`config.mk`:
```
export PLATFORM = sky130hd
export DESIGN_NAME = pipeline_hazard_ctrl
export DESIGN_NICKNAME = d
export VERILOG_FILES = /design/src/rtl/pipeline_hazard_ctrl.sv
export SDC_FILE = /design/constraint.sdc
export NUM_CORES = 1
export LEC_CHECK = 0
export CAP_MARGIN = 20
export CORE_MARGIN = 2
export CORE_UTILIZATION = 52
export CTS_CLUSTER_SIZE = 12
export DETAILED_ROUTE_END_ITERATION = 10
export GPL_TIMING_DRIVEN = 0
export PLACE_DENSITY = 0.87
export SLEW_MARGIN = 0
export SYNTH_ARGS = -nofsm -noshare
export SYNTH_HDL_FRONTEND = slang
export SYNTH_SLANG_ARGS = --single-unit
```
`constraint.sdc`:
```
create_clock -name clk -period 5.6 [get_ports clk]
set_clock_uncertainty 0.15 [all_clocks]
set_input_delay 1.12 -clock clk [delete_from_list [all_inputs] [get_ports clk]]
set_output_delay 1.12 -clock clk [all_outputs]
set_load 0.1 [all_outputs]
```
`src/rtl/pipeline_hazard_ctrl.sv`:
```
// pipeline_hazard_ctrl: stall/flush sequencer for the 5-stage RV32I pipeline
module pipeline_hazard_ctrl #(
  parameter int CNT_WIDTH = 32
) (
  input  logic                 clk,
  input  logic                 rst,
  input  logic                 load_use_bubble,
  input  logic                 imem_read,
  input  logic                 imem_resp,
  input  logic                 dmem_req,
  input  logic                 dmem_resp,
  input  logic                 redirect,
  input  logic [31:0]          redirect_target,
  output logic                 load_pc,
  output logic                 load_if_id,
  output logic                 load_id_ex,
  output logic                 load_ex_mem,
  output logic                 load_mem_wb,
  output logic                 flush_if_id,
  output logic                 flush_id_ex,
  output logic                 flush_ex_mem,
  output logic                 pc_override,
  output logic [31:0]          pc_override_val,
  output logic [CNT_WIDTH-1:0] stall_cycles,
  output logic [CNT_WIDTH-1:0] flush_events
);
  typedef enum logic {RUN, DRAIN} state_t;
  state_t state, state_n;
  logic [31:0] held, held_n;
  logic resp_seen, resp_seen_n, inc_flush;
  logic istall, dstall;
  assign istall = imem_read & ~imem_resp;
  assign dstall = dmem_req & ~dmem_resp;
  // next-state and per-stage enables; reset forces the all-load, no-flush pattern
  always_comb begin
    {load_pc, load_if_id, load_id_ex, load_ex_mem, load_mem_wb} = '1;
    {flush_if_id, flush_id_ex, flush_ex_mem, pc_override} = '0;
    pc_override_val = '0;
    state_n = state;
    held_n = held;
    resp_seen_n = resp_seen;
    inc_flush = 1'b0;
    if (rst) begin
      if (dstall) begin
        {load_pc, load_if_id, load_id_ex, load_ex_mem, load_mem_wb} = '0;
        if (state == DRAIN) resp_seen_n = resp_seen | imem_resp;
      end else if (state == DRAIN) begin
        if (imem_resp | resp_seen) begin
          flush_if_id = 1'b1;
          pc_override = 1'b1;
          pc_override_val = held;
          inc_flush = 1'b1;
          state_n = RUN;
          resp_seen_n = 1'b0;
        end else begin
          {load_pc, load_if_id} = '0;
          flush_id_ex = 1'b1;
        end
      end else if (load_use_bubble) begin
        {load_pc, load_if_id, load_id_ex} = '0;
        flush_ex_mem = 1'b1;
      end else if (redirect && !istall) begin
        {flush_if_id, flush_id_ex, pc_override} = '1;
        pc_override_val = redirect_target;
        inc_flush = 1'b1;
      end else if (redirect) begin
        {load_pc, load_if_id} = '0;
        flush_id_ex = 1'b1;
        held_n = redirect_target;
        state_n = DRAIN;
      end else if (istall) begin
        {load_pc, load_if_id, load_id_ex} = '0;
        flush_ex_mem = 1'b1;
      end
    end
  end
  // state, held target and saturating performance counters
  always_ff @(posedge clk) begin
    if (!rst) begin
      state <= RUN;
      held <= '0;
      resp_seen <= 1'b0;
      stall_cycles <= '0;
      flush_events <= '0;
    end else begin
      state <= state_n;
      held <= held_n;
      resp_seen <= resp_seen_n;
      if (!load_pc && !(&stall_cycles)) stall_cycles <= stall_cycles + 1'b1;
      if (inc_flush && !(&flush_events)) flush_events <= flush_events + 1'b1;
    end
  end
endmodule

```
==> results of run 1 <==
==> metrics by stage <==
step | instance area (um2) | hold slack [ns] | setup TNS [ns]
floorplan | 4980 | 0.286 | 0
global placement | 6580 | 0.291 | -0.0117
detailed placement | 6580 | 0.298 | -0.0177
CTS | 6810 | 0.311 | 0
global route | 6810 | 0.325 | 0
finish | 6810 | 0.310 | 0
==> worst paths after layout <==
path	from	endpoint	slack [ns]	cells after the start
max	rst	flush_ex_mem	0.25	6
max reg2reg	stall_cycles[0]	stall_cycles[26]	3.15	7
min reg2reg	held[25]	held[25]	0.31	2
min	held[25]	held[25]	0.31	2
==> Yosys cell counts, types with 3 or more instances <==
| library cell | count | area share |
|---|---|---|
| buf_4 | 3 | 0.0045 |
| buf_1 | 6 | 0.0045 |
| nand4_1 | 21 | 0.026 |
| nand2_1 | 117 | 0.088 |
| and3_1 | 10 | 0.013 |
| o211ai_1 | 3 | 0.0045 |
| o21ai_0 | 9 | 0.0091 |
| o31ai_1 | 4 | 0.0060 |
| inv_1 | 9 | 0.0068 |
| or3_1 | 4 | 0.0050 |
| nor2_1 | 74 | 0.056 |
| o21bai_1 | 6 | 0.0091 |
| o21a_1 | 3 | 0.0045 |
| mux2i_1 | 48 | 0.097 |
| nor4_1 | 7 | 0.0088 |
| o211ai_2 | 3 | 0.0075 |
| nand3_1 | 26 | 0.026 |
| dfxtp_1 | 98 | 0.39 |
| xor2_1 | 19 | 0.033 |
| nor3_1 | 5 | 0.0050 |
| and4_1 | 9 | 0.016 |
| a21oi_1 | 42 | 0.042 |
| xnor2_1 | 9 | 0.016 |
| and2_1 | 8 | 0.010 |
| nand2b_1 | 13 | 0.016 |
| buf_2 | 4 | 0.0040 |
| clkbuf_1 | 21 | 0.016 |
==> area by class of cell <==
class	instances	area, um2
Tap cell	129	161
Fill cell	699	2470
Clock inverter	5	86.3
Inverter	10	37.5
Timing Repair Buffer	144	1450
Multi-Input combinational cell	471	2820
Clock buffer	11	141
Sequential cell	98	1960
Buffer	35	155
==> worst max-delay path: cells and delay by family <==
family	cells	cell delay (ns)
buffers and inverters	4	2.57
AND/OR/NAND/NOR	2	0.38
==> where the power goes <==
| group | total [mW] | switching (mW) | leakage (nW) | internal [mW] |
|---|---|---|---|---|
| logic | 0.231 | 0.162 | 1.45 | 0.0691 |
| clock network | 0.518 | 0.250 | 0.108 | 0.267 |
| registers | 0.712 | 0.00719 | 0.791 | 0.705 |
==> repair_timing <==
item	CTS	global route
endpoints found under the setup margin	1	2
endpoints found under the hold margin	0	0
gates resized for setup	1	2
pin swaps	0	0
==> layer usage <==
metal | vias to the layer above | wire [um] | global-route usage
met5 | - | 0 | 0
met4 | 0 | 263 | 0.0974
met3 | 27 | 1140 | 0.0595
met2 | 180 | 6770 | 0.475
met1 | 2309 | 6000 | 0.330
li1 | 2428 | - | -
==> cells by family after synthesis <==
| logic type | count (synthesis) | share of synthesized area |
|---|---|---|
| xor+xnor | 28 | 0.0493 |
| compound gates | 79 | 0.0993 |
| mux | 48 | 0.0966 |
| simple gates | 314 | 0.317 |
| fa+ha+maj | 2 | 0.00503 |
| flops | 98 | 0.394 |
| buf+inv | 45 | 0.0387 |
==> flip-flops by register name, indices dropped and copies added, names as in the netlist <==
register / cells
flush_events: 32
held: 32
resp_seen: 1
stall_cycles: 32
state: 1
==> impl_metrics.csv, run 1 <==
group,metric,value,unit
detailed_routing,drt-wirelength-per-cell,15.7,um
power_and_ir_drop,power.total,1.46,mW
global_route,overflow,0,
timing,rsz0062_at_grt,"false",
clocking,tritoncts,"done",
logic_synthesis,synth_top_flop_cell,"dfxtp_1",
logic_synthesis,synthesis.nets,656,
logic_synthesis,synth_area_per_cell,8.10,um2
setup_path,critPathKind,"primary input to output pin",
detailed_routing,antenna_left,0,
clocking,h-tree-depth,3,
clocking,clk_latency,0.37,ns
setup_path,crit_arrival,4.08,ns
final_layout,drive_gt1_frac,0.0543,
setup_path,critical_path.max_fanout,10,
logic_synthesis,synthCells,614,
placement,dp.cells,887,
setup_path,cp.required,4.33,ns
floorplan,die_w,102,um
logic_synthesis,synthDistinctLibCells,54,
clocking,hold_buffers,0,
placement,dp_hpwl,10500,um
timing,hold_violations,0,
clocking,cts_buffer_depth,2,
setup_path,worstSetupStartpointType,"primary input",
setup_path,endpoint_kind,"output pin",
final_layout,final_common_cell,"clkdlybuf4s50_1",
timing,worstMarginPinSlew,1.05,ns
final_layout,stdcell_count,903,
timing,fin_ws,0.247,ns
floorplan,ios,145,
final_layout,final_nets,811,
logic_synthesis,ys_seq_area_frac,0.394,
outcome,status,"complete, no violations",
global_route,antenna_found_initial,0,
final_layout,diodes,0,
logic_synthesis,synth-seq-cells,98,
final_layout,layout_common_cells,"clkdlybuf4s50_1 (141), nand2_1 (117), dfxtp_1 (98)",
floorplan,start_util,0.536,
power_and_ir_drop,p_per_area,214,mW/mm2
clocking,clkTransAtPathRegs,0.10,ns
timing,slew_headroom,0.296,
timing,min_period,5.35,ns
setup_path,max_stage_delay,1.23,ns
clocking,postCtsSetupBuffers,0,
global_route,grt_max_degree,17,
clocking,cts_root_buf,"clkbuf_8",
floorplan,core-area,0.00928,mm2
global_route,track_usage,0.272,
timing,setup_viol,0,
placement,place_ws,-0.0177,ns
detailed_routing,drc,0,
power_and_ir_drop,power.leakage,2.35,nW
flow_run,drv_cap,0,
timing,timing.fmax,187,MHz
min_path,hold_class,"flop to flop",
logic_synthesis,ys.warnings.count,0,
logic_synthesis,syn_area,0.00498,mm2
floorplan,die_h,102,um
clocking,cts_buffers,9,
setup_path,crit_chain,"clkdlybuf4s50_1 > clkbuf_1 > clkbuf_1 > nand2_1 > nor3_1 > clkdlybuf4s50_1",
detailed_routing,wl,14200,um
floorplan,die_area,0.0104,mm2
logic_synthesis,synth_edf_count,0,
final_layout,area_growth,36.9,%
final_layout,utilization,0.734,
floorplan,row_count,35,
power_and_ir_drop,peakVddDrop,0.113,mV
detailed_routing,viasPerCell,5.48,
timing,slew_violations,0,
placement,gp_congestion,0.871,
detailed_routing,first_pass_iters,4,
setup_path,critPathSlowestCell,"clkdlybuf4s50_1",
global_route,grt_pass1_vias,4794,
clocking,cts_sinks,98,
detailed_routing,drtIter0Drc,146,
global_route,grt_pass1_wl,22500,um
timing,finalCritPeriodShare,0.956,
logic_synthesis,async_flop_share,0,
placement,port_buffers,144,
detailed_routing,num_vias,4944,
Note: power is estimated with default switching activity, not from simulation.
==> run 2, diff against run 1 <==
--- a/config.mk
+++ b/config.mk
@@ -6,7 +6,6 @@
 export NUM_CORES = 1
 export LEC_CHECK = 0
 export CAP_MARGIN = 20
-export CORE_MARGIN = 2
 export CORE_UTILIZATION = 52
 export CTS_CLUSTER_SIZE = 12
 export DETAILED_ROUTE_END_ITERATION = 10
==> run 2 against run 1 <==
  * Clock power shrank 7.1%
  * Via count shrank 0.51%
  * Critical path depth unchanged
  * Non-clock buffer count stayed put
  * Final cell count unchanged
  * Count of clock-buffer cells in the layout shrank 1
  * Combinational power about the same
  * Wire length decreased by 1.2%
  * Critical endpoint unchanged
==> impl_metrics.csv, run 2 (synthesis gave the netlist of run 1 again) <==
group,metric,value,unit
timing,totalNegativeSetupSlack,0,ns
power_and_ir_drop,p_sw_frac,0.299,
placement,port_buffers,144,
detailed_routing,drt-wirelength-per-cell,15.5,um
detailed_routing,top_layer,"met4",
timing,worstMarginPinSlew,1.05,ns
detailed_routing,drc,0,
detailed_routing,drtIter0Drc,274,
timing,rsz0062_at_grt,"false",
power_and_ir_drop,pwr-share-comb,0.163,
setup_path,regToRegStartpoint,"stall_cycles[0]",
placement,dp_hpwl,10400,um
final_layout,final_nets,811,
setup_path,cp.required,4.33,ns
detailed_routing,antenna_left,0,
clocking,cts_buffer_depth,2,
clocking,h-tree-depth,3,
timing,min_period,5.46,ns
final_layout,n_fill_cell,702,
setup_path,critPathKind,"primary input to output pin",
placement,place_ws,-0.0679,ns
detailed_routing,dr_wl_met2,6770,um
final_layout,diodes,0,
global_route,grt_pass1_wl,22300,um
final_layout,area_growth,36.5,%
floorplan,die_area,0.00996,mm2
global_route,overflow,0,
power_and_ir_drop,power.total,1.42,mW
timing,slew_headroom,0.300,
floorplan,start_util,0.539,
setup_path,reg2reg_setup_slack,3.21,ns
setup_path,crit_start,"rst",
clocking,postCtsSetupBuffers,0,
floorplan,die_h,99.8,um
setup_path,max_stage_delay,1.22,ns
final_layout,top_regs,"flush_events: 32 flops, held: 32 flops, stall_cycles: 32 flops",
clocking,cts_sinks,98,
floorplan,die_w,99.8,um
power_and_ir_drop,p_clk_frac,0.338,
detailed_routing,wl_met1,6010,um
detailed_routing,route.met3.wl,981,um
power_and_ir_drop,peakVddDrop,0.115,mV
placement,gp_congestion,0.846,
final_layout,final_common_cell,"clkdlybuf4s50_1",
power_and_ir_drop,p_per_area,210,mW/mm2
setup_path,crit_chain,"clkdlybuf4s50_1 > clkbuf_1 > clkbuf_1 > nand2_1 > nor3_1 > clkdlybuf4s50_1",
setup_path,worstSetupStartpointType,"primary input",
floorplan,ios,145,
detailed_routing,num_vias,4919,
final_layout,drive_gt1_frac,0.0556,
timing,finalCritPeriodShare,0.976,
setup_path,endpoint_kind,"output pin",
flow_run,drv_cap,0,
power_and_ir_drop,pwr-share-seq,0.500,
setup_path,critPathSlowestCell,"clkdlybuf4s50_1",
clocking,hold_buffers,0,
timing,timing.fmax,183,MHz
global_route,grt_pass1_vias,4576,
global_route,antenna_found_initial,0,
timing,setup_viol,0,
final_layout,utilization,0.735,
clocking,clkTransAtPathRegs,0.10,ns
setup_path,timing.rr.end,"stall_cycles[26]",
global_route,track_usage,0.279,
min_path,whs_path_depth,2,
outcome,status,"complete, no violations",
timing,hold_violations,0,
power_and_ir_drop,p_int,0.998,mW
detailed_routing,first_pass_iters,5,
timing,fin_ws,0.136,ns
detailed_routing,wl,14000,um
global_route,grt_max_degree,18,
floorplan,row_count,35,
clocking,tritoncts,"done",
clocking,cts_buffers,9,
min_path,hold_class,"flop to flop",
floorplan,core-area,0.00924,mm2
setup_path,crit_arrival,4.19,ns
clocking,clk_latency,0.37,ns
power_and_ir_drop,power.leakage,2.35,nW
detailed_routing,viasPerCell,5.45,
final_layout,layout_common_cells,"clkdlybuf4s50_1 (141), nand2_1 (117), dfxtp_1 (98)",
clocking,cts_root_buf,"clkbuf_8",
timing,fin_hold_ws,0.309,ns
min_path,hold_end,"held[18]",
timing,slew_violations,0,
setup_path,critical_path.max_fanout,10,
power_and_ir_drop,power.switching,0.427,mW
setup_path,r2r.worst_path.cells,7,
min_path,holdCritStartpoint,"held[18]",
## run 2: critical path: cells and delay by family
| family | cells | cell delay (ns) |
|---|---|---|
| and+or+nand+nor | 2 | 0.43 |
| buffers and inverters | 4 | 2.65 |
## run 2: worst max path at each step
stage,endpoint
2_1_floorplan,flush_ex_mem
3_3_place_gp,load_mem_wb
3_5_place_dp,load_mem_wb
4_1_cts,load_ex_mem
5_1_grt,flush_ex_mem
6_report,flush_ex_mem
## run 2: final cells by class
class,instances,area [um2],area share
timing repair buffer,144,1450,0.213
buffer,35,155,0.0228
clock buffer,10,138,0.0203
sequential,98,1960,0.289
clock inverter,6,72.6,0.0107
multi-input combinational,471,2820,0.415
tap,129,161,0.0238
inverter,10,37.5,0.00553
## run 2: metal layers
layer  track usage  up-vias
li1              -     2428
met1         0.339     2273
met2         0.501      195
met3        0.0487       23
met4        0.0882        0
met5             0        -
## run 2: timing repair
item	in CTS	in global routing
resized for setup	1	2
setup endpoints to repair	1	2
pin swaps	0	0
cloned	0	0
## run 2: power groups by stage
stage                     Combinational, mW  Clock, mW  Sequential (mW)
after floorplan                       0.125          0            0.755
after global placement                0.227          0            0.727
after detailed placement              0.229          0            0.728
after CTS                             0.231      0.486            0.712
after global routing                  0.243      0.516            0.713
final                                 0.232      0.481            0.712
## run 2: stage by stage
| step | instances | cell area (um2) |
|---|---|---|
| 2_1_floorplan | 614 | 4980 |
| 3_3_place_gp | 887 | 6580 |
| 3_5_place_dp | 887 | 6580 |
| 4_1_cts | 903 | 6790 |
| 5_1_grt | 903 | 6790 |
| 6_report | 903 | 6790 |
